## src/rtl/accuracy_monitor.sv

```systemverilog
// accuracy_monitor: scores each streamed output-layer case as correct/incorrect and keeps
// sliding-window, running and epoch accuracy counters beside the DNN output layer.
//
// state | meaning
// IDLE  | no sample of the current case seen yet
// ACCUM | at least one sample of the current case accumulated
// EVAL  | verdict of the just-closed case being registered onto the outputs
module accuracy_monitor #(
    parameter int n_out           = 16,
    parameter int width           = 32,
    parameter int window          = 1000,
    parameter int cases_per_epoch = 10000,
    parameter int mode            = 0
) (
    input  logic                         clk,
    input  logic                         reset,
    input  logic                         act_valid,
    input  logic [width-1:0]             act_in,
    input  logic                         a_bit,
    input  logic                         y_in,
    input  logic                         case_done,
    output logic                         result_valid,
    output logic                         correct,
    output logic [$clog2(window+1)-1:0]  recent,
    output logic                         window_full,
    output logic [31:0]                  total_correct,
    output logic [31:0]                  num_case,
    output logic [15:0]                  epoch,
    output logic                         epoch_done
);

    localparam int IW = $clog2(n_out + 1);
    localparam int RW = $clog2(window + 1);
    localparam int PW = $clog2(window);
    localparam int EW = $clog2(cases_per_epoch + 1);

    localparam logic [IW-1:0] N_FULL  = IW'(n_out);
    localparam logic [PW-1:0] WP_LAST = PW'(window - 1);
    localparam logic [EW-1:0] EP_LAST = EW'(cases_per_epoch - 1);

    typedef enum logic [1:0] {
        IDLE  = 2'd0,
        ACCUM = 2'd1,
        EVAL  = 2'd2
    } state_t;

    state_t state, state_nx;
    logic   eval;

    logic [IW-1:0]    idx, m_idx;
    logic             mism, m_mism;
    logic [width-1:0] max_val, m_max_val;
    logic [IW-1:0]    max_idx, m_max_idx;
    logic [IW-1:0]    ideal_idx, m_ideal_idx;
    logic             ideal_seen, m_ideal_seen;
    logic             take;
    logic             verdict;
    logic             pend_correct;

    logic             hist [window];
    logic [PW-1:0]    wp;
    logic [EW-1:0]    ep_cnt;
    logic             old_bit;
    logic [RW-1:0]    recent_nx;

    // Accumulator as it stands including this cycle's sample, so a sample coincident
    // with case_done is scored with its own case.
    always_comb begin
        take         = act_valid && (idx != N_FULL);
        m_idx        = idx;
        m_mism       = mism;
        m_max_val    = max_val;
        m_max_idx    = max_idx;
        m_ideal_idx  = ideal_idx;
        m_ideal_seen = ideal_seen;
        if (take) begin
            m_idx  = idx + IW'(1);
            m_mism = mism | (a_bit ^ y_in);
            if ((idx == '0) || ($signed(act_in) > $signed(max_val))) begin
                m_max_val = act_in;
                m_max_idx = idx;
            end
            if (y_in && !ideal_seen) begin
                m_ideal_idx  = idx;
                m_ideal_seen = 1'b1;
            end
        end
    end

    always_comb begin
        verdict = 1'b0;
        if (mode == 0) begin
            verdict = (m_idx == N_FULL) && !m_mism;
        end else begin
            verdict = (m_idx == N_FULL) && m_ideal_seen && (m_max_idx == m_ideal_idx);
        end
    end

    always_ff @(posedge clk) begin
        if (reset || case_done) begin
            idx        <= '0;
            mism       <= 1'b0;
            max_val    <= '0;
            max_idx    <= '0;
            ideal_idx  <= '0;
            ideal_seen <= 1'b0;
        end else begin
            idx        <= m_idx;
            mism       <= m_mism;
            max_val    <= m_max_val;
            max_idx    <= m_max_idx;
            ideal_idx  <= m_ideal_idx;
            ideal_seen <= m_ideal_seen;
        end
    end

    always_ff @(posedge clk) begin
        if (reset) begin
            pend_correct <= 1'b0;
        end else if (case_done) begin
            pend_correct <= verdict;
        end
    end

    always_ff @(posedge clk) begin
        if (reset) begin
            state <= IDLE;
        end else begin
            state <= state_nx;
        end
    end

    always_comb begin
        state_nx = state;
        eval     = 1'b0;
        case (state)
            IDLE: begin
                if (case_done) begin
                    state_nx = EVAL;
                end else if (act_valid) begin
                    state_nx = ACCUM;
                end
            end
            ACCUM: begin
                if (case_done) begin
                    state_nx = EVAL;
                end
            end
            EVAL: begin
                eval = 1'b1;
                if (case_done) begin
                    state_nx = EVAL;
                end else if (act_valid) begin
                    state_nx = ACCUM;
                end else begin
                    state_nx = IDLE;
                end
            end
            default: state_nx = IDLE;
        endcase
    end

    // History is never cleared; entries are only trusted once every slot has been written.
    always_ff @(posedge clk) begin
        if (!reset && eval) begin
            hist[wp] <= pend_correct;
        end
    end

    always_comb begin
        old_bit   = window_full & hist[wp];
        recent_nx = recent - RW'(old_bit) + RW'(pend_correct);
    end

    // wp doubles as the fill counter: its first wrap marks the window as full.
    always_ff @(posedge clk) begin
        if (reset) begin
            result_valid  <= 1'b0;
            correct       <= 1'b0;
            recent        <= '0;
            window_full   <= 1'b0;
            wp            <= '0;
            total_correct <= '0;
            num_case      <= '0;
            epoch         <= '0;
            epoch_done    <= 1'b0;
            ep_cnt        <= '0;
        end else begin
            result_valid <= eval;
            epoch_done   <= 1'b0;
            if (eval) begin
                correct <= pend_correct;
                recent  <= recent_nx;
                if (wp == WP_LAST) begin
                    wp          <= '0;
                    window_full <= 1'b1;
                end else begin
                    wp <= wp + PW'(1);
                end
                if (pend_correct && (total_correct != '1)) begin
                    total_correct <= total_correct + 32'd1;
                end
                if (num_case != '1) begin
                    num_case <= num_case + 32'd1;
                end
                if (ep_cnt == EP_LAST) begin
                    ep_cnt     <= '0;
                    epoch      <= epoch + 16'd1;
                    epoch_done <= 1'b1;
                end else begin
                    ep_cnt <= ep_cnt + EW'(1);
                end
            end
        end
    end

endmodule

```

## config.mk

```make
export PLATFORM = sky130hd
export DESIGN_NAME = accuracy_monitor
export DESIGN_NICKNAME = d
export VERILOG_FILES = /design/src/rtl/accuracy_monitor.sv
export SDC_FILE = /design/constraint.sdc
export NUM_CORES = 2
export LEC_CHECK = 0
export CORE_MARGIN = 8
export CORE_UTILIZATION = 30
export CTS_CLUSTER_SIZE = 40
export DETAILED_ROUTE_END_ITERATION = 8
export PLACE_DENSITY = 0.41
export SETUP_SLACK_MARGIN = 0.02
export SYNTH_ARGS = -nofsm -noshare
export SYNTH_HDL_FRONTEND = slang
export SYNTH_SLANG_ARGS = --single-unit
```

## constraint.sdc

```tcl
create_clock -name clk -period 28.6 [get_ports clk]
set_input_delay 4.29 -clock clk [delete_from_list [all_inputs] [get_ports clk]]
set_output_delay 4.29 -clock clk [all_outputs]
set_load 0.05 [all_outputs]
```

==> flow_metrics.tcl <==
set metrics [dict create \
    cp_data_arrival_time_ps 8440 \
    cts.sinks 1137 \
    crit_path_start_kind "flip-flop" \
    place_area_um2 52200 \
    synthFlopType "edfxtp_1" \
    total_power_w 0.00361 \
    fin_crit_sh_pct 27.2 \
    async_flop_share_pct 0 \
    synth_xor_area_share_pct 1.59 \
    synth_nets 3723 \
    fp.dieW_um 421 \
    root_buffer "clkbuf_16" \
    synth-seq-cells 1137 \
    cp_max_fo 42 \
    critPathCaptureType "flip-flop" \
    skew_ps 29.7 \
    multiInputGateArea_um2 14900 \
    cp.required_ps 29250 \
    status "finished clean" \
    fin_nets 3728 \
    cts_hold_buf 0 \
    setup_tns_ps 0 \
    wl_per_cell_um 24.6 \
    drv_slew 0 \
    ios 132 \
    relSlewSlack_pct 17.4 \
    fin_ws_ps 20810 \
    path_class "flip-flop to flip-flop" \
    vias 29700 \
    drive_gt1_share_pct 15.0 \
    antenna_found_initial 10 \
    fin_crit_ps 7790 \
    portBuffers 99 \
    final_area_um2 56600 \
    initial_core_util_pct 30.2 \
    drtPass1Iterations 5 \
    cts-buffers-inserted 136 \
    fmax_mhz 128 \
    drcViolationCount 0 \
    detailedPlace.worstSlack_ps 20700 \
    hp-class "flip-flop to flip-flop" \
    synth_compound_area_share_pct 3.48 \
    cts_setup_buffers 0 \
    tightestPinTransition_ps 1240 \
    hpwl_um 79800 \
    cts_tree "done" \
    synthMuxAreaShare_pct 11.7 \
    grt_pass1_wl_um 213000 \
    clock_path_buffers 3 \
    wl_um 146000 \
    rsz0062_at_grt "no" \
    ys_types 66 \
    grt_overflow_total 0 \
    grt_pass1_vias 30100 \
    syn_inst 3664 \
    antenna_left 0 \
    fillCellCount 16100 \
    netlist_area_um2 49100 \
    synth.yosys.seq_area_share_pct 66.7 \
    yosys_warnings 0 \
    synth-edff-count 1000 \
    avgSynthCellArea_um2 13.4 \
    drtIter0Drc 2796 \
    hold_viol 0 \
    die_area_um2 177000 \
    synth_top_family_by_area "simple AND/OR/NAND/NOR gates" \
    rows 148 \
    via_per_inst 4.99 \
    cts_max_level 4 \
    ff_latch_area_um2 32800 \
    clk_latency_ps 760 \
    synthAdderAreaFrac_pct 0.550 \
    clk_pin_slew_worst_paths_ps 60 \
    fin_util_pct 34.8 \
    grt_max_degree 107 \
    gp_congestion 0.725 \
    core_area_um2 163000 \
    powerDensity_nw_per_um2 63.9 \
    cts_resized 0 \
    finalSetupViolCount 0 \
    p_leak_nw 15.7 \
    area_growth_pct 15.2 \
    die_h_um 421 \
    peakVddDrop_mv 0.0621 \
    grt_usage_pct 16.3 \
    synthSimpleGateAreaFrac_pct 12.8 \
    maxCapViolations 0 \
]
[worst paths after layout]
kind,startpoint,cells past startpoint,slack [ps],endpoint
worst max register to register,flip-flop,22,20810,recent[8]
worst max-delay path,flip-flop,22,20810,recent[8]
worst min register to register,correct,2,460,correct
worst min-delay path,correct,2,460,correct
[final cells by class]
class,instances,area share (%)
flip-flops and latches,1137,58.0
multi-input cells,2175,26.4
clock buffers,190,6.72
well taps,2175,4.81
repair buffers,190,2.96
clock inverters,58,0.976
inverters,29,0.192
diodes,1,0.00442
[stage by stage]
| stage | hold WS (ps) | cells |
|---|---|---|
| after global placement | 447 | 5706 |
| after detailed placement | 455 | 5706 |
| after global routing | 496 | 5954 |
| after CTS | 464 | 5954 |
| final | 458 | 5955 |
| after floorplan | 429 | 3664 |
[Yosys cell counts, types with 38 or more instances]
library cell  instances  area share [%]
a22oi_1              50            0.76
nand3_1              58            0.59
mux4_2              226              10
xor2_1               61             1.1
a21oi_1              54            0.55
mux2i_1              63             1.3
nand2_1             154             1.2
edfxtp_1           1000              61
dfxtp_1             137             5.6
o21ai_0              40            0.41
nor2_1             1123             8.6
o22ai_1              38            0.48
clkbuf_1            249             1.9
[critical path, cell delays in order (launching register included)]
cell	delay, ps
dfxtp_4	710
buf_4	700
buf_4	690
buf_4	650
mux4_2	410
a22o_1	230
o21ai_0	640
nor4bb_1	250
a311oi_1	460
o21ai_0	210
o311a_1	280
ha_1	320
inv_1	40
ha_1	200
fa_1	410
a21o_1	190
a21oi_1	250
o21bai_1	100
a21oi_1	230
o21bai_1	100
a21oi_1	180
xor2_1	160
o21ai_0	80
[sequential cells by signal, summed over array words and instances, names as in the netlist, named ones only]
signal / count
state: 2
correct: 1
ep_cnt: 14
wp: 10
idx: 5
result_valid: 1
hist: 1000
mism: 1
epoch: 16
num_case: 32
total_correct: 32
recent: 10
window_full: 1
pend_correct: 1
epoch_done: 1
[routing by layer]
metal	track usage, %	vias up	share of wire [%]
li1	-	13300	-
met1	22.4	15500	45
met2	26.6	675	47
met3	3.07	197	5.1
met4	4.47	4	2.5
met5	0	-	0.016
[report_power, final]
| group | switching (W) | internal, W |
|---|---|---|
| Sequential | 0.00000628 | 0.00178 |
| Clock | 0.000701 | 0.00101 |
| Combinational | 0.0000623 | 0.0000523 |
| Total | 0.000770 | 0.00284 |
[cell families after synthesis]
group | Yosys count
AOI/OAI and AO/OA | 257
xor gates and xnor gates | 89
adders and majority gates | 21
buffers and inverters | 352
DFF | 1137
muxes | 290
and+or+nand+nor | 1518
[cell usage in the layout (no fill, tap or decap), types with 9 or more instances in the layout]
master           synthesis  final
a211oi_1                21     21
a21oi_1                 54     54
a22oi_1                 50     50
and2_1                  12     11
and3_1                  16     16
and4_1                  13     13
buf_4                   17     92
bufinv_16                0      9
clkbuf_1               249     41
clkbuf_16                0    142
clkdlybuf4s50_1          0     98
clkinv_1                 0     18
clkinv_2                 0     20
dfxtp_1                137    132
edfxtp_1              1000   1000
ha_1                    20     20
inv_1                   29     29
mux2i_1                 63     63
mux4_2                 226    226
nand2_1                154    123
nand2_2                  0     29
nand2b_1                11     11
nand3_1                 58     58
nand4_1                 26     26
nor2_1                1123   1121
nor3_1                  20     20
nor3b_1                 10      9
o21ai_0                 40     40
o22ai_1                 38     38
or3_1                   31     30
xnor2_1                 28     28
xor2_1                  61     61
Power figures use the tool's default switching activity.
